$ cat config.mk
export PLATFORM = sky130hd
export DESIGN_NAME = serial_number_encoder_flat
export DESIGN_NICKNAME = d
export VERILOG_FILES = /design/src/rtl/serial_number_encoder_if.sv /design/src/rtl/serial_number_encoder.sv /design/src/flat_wrapper.sv
export SDC_FILE = /design/constraint.sdc
export NUM_CORES = 1
export LEC_CHECK = 0
export CAP_MARGIN = 10
export CELL_PAD_IN_SITES_DETAIL_PLACEMENT = 0
export CELL_PAD_IN_SITES_GLOBAL_PLACEMENT = 1
export CORE_MARGIN = 2
export CORE_UTILIZATION = 31
export CTS_BUF_LIST = sky130_fd_sc_hd__clkbuf_16
export CTS_CLUSTER_DIAMETER = 200
export DETAILED_ROUTE_END_ITERATION = 8
export GPL_ROUTABILITY_DRIVEN = 1
export HOLD_SLACK_MARGIN = 0.12
export PLACE_DENSITY = 0.7
export SLEW_MARGIN = 10
export SYNTH_ARGS = -nofsm -noshare
export SYNTH_HDL_FRONTEND = slang
export SYNTH_SLANG_ARGS = --single-unit
$ cat constraint.sdc
create_clock -name clk -period 2.9 [get_ports clk]
set_input_delay 0.29 -clock clk [delete_from_list [all_inputs] [get_ports clk]]
set_output_delay 0.29 -clock clk [all_outputs]
set_load 0.01 [all_outputs]
$ cat src/rtl/serial_number_encoder_if.sv
// Handshake bundle for serial_number_encoder: number intake from the matrix
// encoder plus the character stream to the UART transmitter.
interface serial_number_encoder_if #(
   parameter int NUMBER_BITS = 37
);
   logic [NUMBER_BITS-1:0] number;
   logic                   ready;
   logic                   available;
   logic [7:0]             char_out;
   logic                   char_ready;
   logic                   tx_available;

   modport master (
      output number, ready, tx_available,
      input  available, char_out, char_ready
   );

   modport slave (
      input  number, ready, tx_available,
      output available, char_out, char_ready
   );
endinterface

$ cat src/rtl/serial_number_encoder.sv
// Converts signed numbers to ASCII decimal text ('-', digits, terminator), one char per UART handshake.
// Optional macro SERIAL_NUMBER_ENCODER_NEWLINE_EN ends every GROUP_SIZE-th number with NEWLINE.
module serial_number_encoder #(
   parameter int         NUMBER_BITS = 37,
   parameter logic [7:0] SEPARATOR   = 8'h2C
`ifdef SERIAL_NUMBER_ENCODER_NEWLINE_EN
   ,
   parameter logic [7:0] NEWLINE     = 8'h0A,
   parameter int         GROUP_SIZE  = 8
`endif
) (
   input logic                   clk,
   input logic                   reset,
   serial_number_encoder_if.slave bus
);

   function automatic int digit_count(input int bits);
      logic [127:0] v;
      int           n;
      v = 128'd1 << (bits - 1);
      n = 0;
      for (int i = 0; i < 40; i++) begin
         if (v != 128'd0) begin
            v = v / 128'd10;
            n++;
         end else begin
            n = n;
         end
      end
      return n;
   endfunction

   localparam int DIGITS = digit_count(NUMBER_BITS);
   localparam int BCD_W  = 4 * DIGITS;
   localparam int CNT_W  = $clog2(NUMBER_BITS);
   localparam int IDX_W  = $clog2(DIGITS);

   // Double-dabble correction: every BCD nibble of 5 or more gets 3 added before the shift.
   function automatic logic [BCD_W-1:0] add3(input logic [BCD_W-1:0] b);
      logic [BCD_W-1:0] r;
      r = b;
      for (int i = 0; i < DIGITS; i++) begin
         if (r[4*i +: 4] >= 4'd5) r[4*i +: 4] = r[4*i +: 4] + 4'd3;
         else                     r[4*i +: 4] = r[4*i +: 4];
      end
      return r;
   endfunction

   typedef enum logic [2:0] {S_IDLE, S_CONVERT, S_SIGN, S_DIGITS, S_SEP} state_t;

   state_t                 state_r, state_n;
   logic [NUMBER_BITS-1:0] mag_r, mag_in_s;
   logic                   neg_r;
   logic [BCD_W-1:0]       bcd_r, bcd_adj_s;
   logic [CNT_W-1:0]       cnt_r;
   logic [IDX_W-1:0]       idx_r;
   logic                   started_r;
   logic                   tx_wait_r, tx_prev_r;
   logic                   available_r, char_ready_r;
   logic [7:0]             char_out_r;
   logic                   accept_s, can_issue_s, tx_rise_s, issue_s, skip_s;
   logic [7:0]             issue_char_s, term_s;
   logic [3:0]             nib_s;

`ifdef SERIAL_NUMBER_ENCODER_NEWLINE_EN
   localparam int GRP_W = $clog2(GROUP_SIZE);
   logic [GRP_W-1:0] group_r;
   logic             group_last_s;
   assign group_last_s = (group_r == GRP_W'(GROUP_SIZE - 1));
   assign term_s       = group_last_s ? NEWLINE : SEPARATOR;
`else
   assign term_s = SEPARATOR;
`endif

   assign accept_s    = (state_r == S_IDLE) && bus.ready && available_r;
   assign can_issue_s = bus.tx_available && !tx_wait_r;
   assign tx_rise_s   = bus.tx_available && !tx_prev_r;
   // Two's-complement negate is exact for the most negative value when read as unsigned.
   assign mag_in_s    = bus.number[NUMBER_BITS-1] ? (~bus.number + {{(NUMBER_BITS-1){1'b0}}, 1'b1})
                                                  : bus.number;
   assign bcd_adj_s   = add3(bcd_r);
   assign nib_s       = bcd_r[{idx_r, 2'b00} +: 4];

   // Next-state and character-issue decode.
   always_comb begin
      state_n      = state_r;
      issue_s      = 1'b0;
      issue_char_s = 8'h00;
      skip_s       = 1'b0;
      case (state_r)
         S_IDLE: begin
            if (accept_s) state_n = S_CONVERT;
            else          state_n = S_IDLE;
         end
         S_CONVERT: begin
            if (cnt_r == CNT_W'(NUMBER_BITS - 1)) state_n = S_SIGN;
            else                                  state_n = S_CONVERT;
         end
         S_SIGN: begin
            if (!neg_r) begin
               state_n = S_DIGITS;
            end else if (can_issue_s) begin
               issue_s      = 1'b1;
               issue_char_s = 8'h2D;
               state_n      = S_DIGITS;
            end else begin
               state_n = S_SIGN;
            end
         end
         S_DIGITS: begin
            if (!started_r && (nib_s == 4'd0) && (idx_r != {IDX_W{1'b0}})) begin
               skip_s = 1'b1;
            end else if (can_issue_s) begin
               issue_s      = 1'b1;
               issue_char_s = 8'h30 + {4'h0, nib_s};
               if (idx_r == {IDX_W{1'b0}}) state_n = S_SEP;
               else                        state_n = S_DIGITS;
            end else begin
               state_n = S_DIGITS;
            end
         end
         S_SEP: begin
            if (can_issue_s) begin
               issue_s      = 1'b1;
               issue_char_s = term_s;
               state_n      = S_IDLE;
            end else begin
               state_n = S_SEP;
            end
         end
         default: state_n = S_IDLE;
      endcase
   end

   // State, datapath and registered outputs.
   always_ff @(posedge clk) begin
      if (reset) begin
         state_r      <= S_IDLE;
         mag_r        <= {NUMBER_BITS{1'b0}};
         neg_r        <= 1'b0;
         bcd_r        <= {BCD_W{1'b0}};
         cnt_r        <= {CNT_W{1'b0}};
         idx_r        <= {IDX_W{1'b0}};
         started_r    <= 1'b0;
         tx_wait_r    <= 1'b0;
         tx_prev_r    <= 1'b0;
         available_r  <= 1'b1;
         char_ready_r <= 1'b0;
         char_out_r   <= 8'h00;
`ifdef SERIAL_NUMBER_ENCODER_NEWLINE_EN
         group_r      <= {GRP_W{1'b0}};
`endif
      end else begin
         state_r      <= state_n;
         tx_prev_r    <= bus.tx_available;
         char_ready_r <= issue_s;
         available_r  <= (state_r == S_IDLE) && !accept_s;
         if (issue_s)        tx_wait_r <= 1'b1;
         else if (tx_rise_s) tx_wait_r <= 1'b0;
         else                tx_wait_r <= tx_wait_r;
         if (issue_s) char_out_r <= issue_char_s;
         else         char_out_r <= char_out_r;
         if (accept_s) begin
            neg_r     <= bus.number[NUMBER_BITS-1];
            mag_r     <= mag_in_s;
            bcd_r     <= {BCD_W{1'b0}};
            cnt_r     <= {CNT_W{1'b0}};
            idx_r     <= IDX_W'(DIGITS - 1);
            started_r <= 1'b0;
         end else if (state_r == S_CONVERT) begin
            bcd_r <= {bcd_adj_s[BCD_W-2:0], mag_r[NUMBER_BITS-1]};
            mag_r <= {mag_r[NUMBER_BITS-2:0], 1'b0};
            cnt_r <= cnt_r + {{(CNT_W-1){1'b0}}, 1'b1};
         end else if ((state_r == S_DIGITS) && (skip_s || issue_s)) begin
            if (issue_s) started_r <= 1'b1;
            else         started_r <= started_r;
            if (idx_r != {IDX_W{1'b0}}) idx_r <= idx_r - {{(IDX_W-1){1'b0}}, 1'b1};
            else                        idx_r <= idx_r;
         end else begin
            cnt_r <= cnt_r;
         end
`ifdef SERIAL_NUMBER_ENCODER_NEWLINE_EN
         if ((state_r == S_SEP) && issue_s)
            group_r <= group_last_s ? {GRP_W{1'b0}} : group_r + {{(GRP_W-1){1'b0}}, 1'b1};
         else
            group_r <= group_r;
`endif
      end
   end

   assign bus.available  = available_r;
   assign bus.char_out   = char_out_r;
   assign bus.char_ready = char_ready_r;

endmodule
$ cat src/flat_wrapper.sv
// flat-port wrapper written by rule: the top's interface ports become plain ports
module serial_number_encoder_flat 
#(
   parameter int         NUMBER_BITS = 37,
   parameter logic [7:0] SEPARATOR   = 8'h2C

)
  (clk, reset, bus_number, bus_ready, bus_tx_available, bus_available, bus_char_out, bus_char_ready);
  serial_number_encoder_if #(.NUMBER_BITS(NUMBER_BITS)) bus_i ();
  input logic clk;
  input logic reset;
  input wire logic [$bits(bus_i.number)-1:0] bus_number;
  input wire logic [$bits(bus_i.ready)-1:0] bus_ready;
  input wire logic [$bits(bus_i.tx_available)-1:0] bus_tx_available;
  output wire logic [$bits(bus_i.available)-1:0] bus_available;
  output wire logic [$bits(bus_i.char_out)-1:0] bus_char_out;
  output wire logic [$bits(bus_i.char_ready)-1:0] bus_char_ready;
  assign bus_i.number = bus_number;
  assign bus_i.ready = bus_ready;
  assign bus_i.tx_available = bus_tx_available;
  assign bus_available = bus_i.available;
  assign bus_char_out = bus_i.char_out;
  assign bus_char_ready = bus_i.char_ready;
  serial_number_encoder #(.NUMBER_BITS(NUMBER_BITS), .SEPARATOR(SEPARATOR)) u_core (.clk(clk), .reset(reset), .bus(bus_i));
endmodule
==> metrics.cfg, run 1 <==
[power]
powerDensity_nw_per_um2 = 452
leakagePower_nw = 2.53
ir_drop_mv = 0.263

[setup_path]
reg2reg_depth = 8
reg2reg_slack_ps = 320
r2r_end = u_core.idx_r[0]
max_stage_delay_ps = 520
start_kind = flip-flop
crit_path_end_kind = flip-flop
worst_path_max_delay_cell = mux4_2
critPathArrivalTime_ps = 2820
path_class = reg2reg
crit_chain = buf_12 > mux4_2 > nand2b_1 > a32oi_1 > nand4b_1 > o21ai_1 > and2_1 > mux2_2
cp_top_family = multiplexers
worst-path-max-fanout = 16
timing.rr.start = u_core.idx_r[0]
required_ps = 3150
worst-path-buf-inv = 1

[yosys]
avgSynthCellArea_um2 = 7.78
synth_compound_area_share_pct = 19.2
yosysSeqAreaShare_pct = 34.4
yosys_warnings = 0
synth_cell_types = 51
synth-main-ff-cell = dfxtp_1
synth_xor_area_share_pct = 8.37
synth.area.top_cells = dfxtp_1 34%, nand2_1 8.5%, a21oi_1 5.8%
yosysTopAreaCellShare_pct = 34.4
yosys.area.top_type = dfxtp_1
synth_top_family_by_area = simple AND/OR/NAND/NOR gates
synth_edf_count = 0
synth_fa_ha_area_share_pct = 5.27
synthMuxAreaShare_pct = 5.90
netlist_area_um2 = 6170
synthArstFlopShare_pct = 0
yosys.area_share.simple_pct = 21.5
synth_cells = 793
synth_seq_cells = 106

[global_routing]
grt_max_degree = 48
grt_usage_pct = 14.3
grt_pass1_vias = 5010
antenna_found_initial = 0
overflow = 0
grt_pass1_wl_mm = 25.3

[floorplan]
io_pins = 51
die_w_um = 145
core_area_um2 = 19500
start_util_pct = 31.6
num_rows = 51
dieArea_um2 = 21100
dieHeight_um = 145

[sta]
totalNegativeSetupSlack_ps = 0
whs_ps = 449
fmax_mhz = 388
rsz0062_at_grt = false
finalHoldViolCount = 0
skew_ps = 7.09
setup_viol = 0
fin_crit_ps = 2580
worst_pin_slew_ps = 551
fin_crit_sh_pct = 88.8
slew_headroom_pct = 63.3
slew_violations = 0

[clock_tree]
clkSinkCount = 106
cts_setup_buffers = 0
clk_latency_ps = 360
root_buffer = clkbuf_16
h-tree-depth = 3
cts_resized = 0
ctsHoldBuffers = 0
clk_pin_slew_ps = 70
clk_path_buf_depth = 2
cts_tree = yes
cts_buffers = 9

[routing]
ant_nets = 0
drt_drc_violations_left = 0
vias = 5418
vias_per_cell = 4.93
wirelength_mm = 14.8
drt_iter0_markers = 227
met3WireLength_um = 478
wire_per_inst_um = 13.4
top_layer = met4
drtPass1Iterations = 4
wl_met1_mm = 7.34
wl_met2_mm = 6.80

[job]
maxCapViolations = 0

[hold_path]
holdPathEnd = u_core.bus.char_out[5]
hold-path-cell-count = 2
min_from = u_core.bus.char_out[5]
hold_path.class = reg2reg

[cells_and_area]
area_delta_synth_final_pct = 18.7
final-instance-count-excl-fill = 1099
n_antenna_cell = 0
layout.nets = 896
drive_gt1_share_pct = 8.39

[placed_design]
routabilityCongestion = 0.741
numPortBuffers = 48
dp_hpwl_mm = 10.3
dp_cells = 1083

[outcome]
run_status = completed

-- synth_stat cells (2+ instances only) --
cell type	n
or3_1	2
a211oi_1	3
buf_4	3
o22ai_1	12
buf_2	2
dfxtp_1	106
o31ai_1	8
a32oi_1	2
mux2i_1	15
mux4_2	7
nor3_1	23
a22oi_1	4
xor2_1	28
mux2_2	5
a31oi_1	4
nor2_1	64
nand2_1	140
or4_1	2
and2_1	4
o41ai_1	5
nand2b_1	19
nand4_1	4
or4_4	4
xnor2_1	31
o21ai_0	45
a221oi_1	5
o21ai_1	3
nor2b_1	3
or2_2	3
ha_1	26
clkbuf_1	35
and3_1	4
buf_1	11
a311oi_1	23
a21oi_1	72
inv_1	32
nand3_1	20
-- stage by stage --
step	utilization [%]	cell area (um^2)	setup WS, ps	total power [mW]
floorplan	-	6180	452	1.88
global placement	36.0	7020	55.1	2.07
detailed placement	36.0	7020	29.5	2.07
CTS	37.5	7330	318	3.36
global route	37.5	7330	186	3.47
finish	37.5	7330	324	3.31
-- per-layer routing --
layer  track usage [%]  vias up
met5                 0        -
met4              3.24        0
met3              2.99       11
met2              23.1       64
met1              19.6     2519
li1                  -     2824
-- cells in the final DEF, fill, tap and decap left out, drive strengths merged, types with 12 or more instances in the layout --
cell / n
dfxtp: 106
xor2: 28
buf: 28
inv: 33
nand3: 20
ha: 26
xnor2: 31
nand2: 140
nor3: 24
nor2: 64
nand2b: 19
a21oi: 72
mux2i: 15
o22ai: 12
o21ai: 48
a311oi: 23
clkdlybuf4s50: 47
-- worst reg2reg max path: cells and delay by family, from the launching register on --
family | cells | cell delay, ps
DFF | 1 | 380
muxes | 2 | 870
buffers and inverters | 1 | 180
and+or+nand+nor | 3 | 550
AOI/OAI and AO/OA | 2 | 510
-- registers in the layout, summed over array words and instances (netlist names) --
name and count:
u_core.cnt_r 6, u_core.bus.char_out 6, u_core.bus.char_ready 1, u_core.tx_prev_r 1, u_core.state_r 3, u_core.started_r 1
u_core.bcd_r 44, u_core.tx_wait_r 1, u_core.mag_r 37, u_core.bus.available 1, u_core.neg_r 1, u_core.idx_r 4
-- how the worst max path moves through the flow --
stage,from,to,slack (ps),cells after the start
2_1_floorplan,u_core.idx_r[0],u_core.idx_r[0],450,9
3_3_place_gp,bus_number[22],u_core.mag_r[33],60,7
3_5_place_dp,bus_number[22],u_core.mag_r[30],30,9
4_1_cts,u_core.idx_r[0],u_core.idx_r[0],320,8
5_1_grt,u_core.idx_r[0],u_core.idx_r[0],190,8
6_report,u_core.idx_r[0],u_core.idx_r[0],320,8
-- cell families (layout without fill, tap and decap cells) --
kind of cell,Yosys count,after routing
other cells,1,2
xor+xnor,59,59
simple gates,297,297
fa+ha+maj,26,26
flops,106,106
buf+inv,84,124
compound gates,193,193
mux,27,27
-- power breakdown --
group          switching, mW  leakage [nW]  internal [mW]
combinational          0.278          1.52          0.198
clock                  0.602         0.146          0.677
sequential            0.0416         0.862           1.52
total                  0.921          2.53           2.39
-- layout make-up --
| class | instances | area (um^2) |
|---|---|---|
| tap | 265 | 332 |
| timing repair buffer | 75 | 703 |
| multi-input combinational | 604 | 3740 |
| sequential | 106 | 2120 |
| clock buffer | 9 | 225 |
| clock inverter | 7 | 77.6 |
| inverter | 33 | 124 |
| fill | 2123 | 12200 |
Note: power is estimated with default switching activity, not from simulation.
==> run 2: changes to the inputs <==
Settings changed: SETUP_SLACK_MARGIN from default to 0.1.
==> results of run 2 <==
Final layout, timing and power as in run 1 (identical DEF).
==> run 3: changes to the inputs <==
Settings changed: SETUP_SLACK_MARGIN 0.1 to default.
==> results of run 3 <==
Final layout, timing and power as in run 1 (identical DEF).
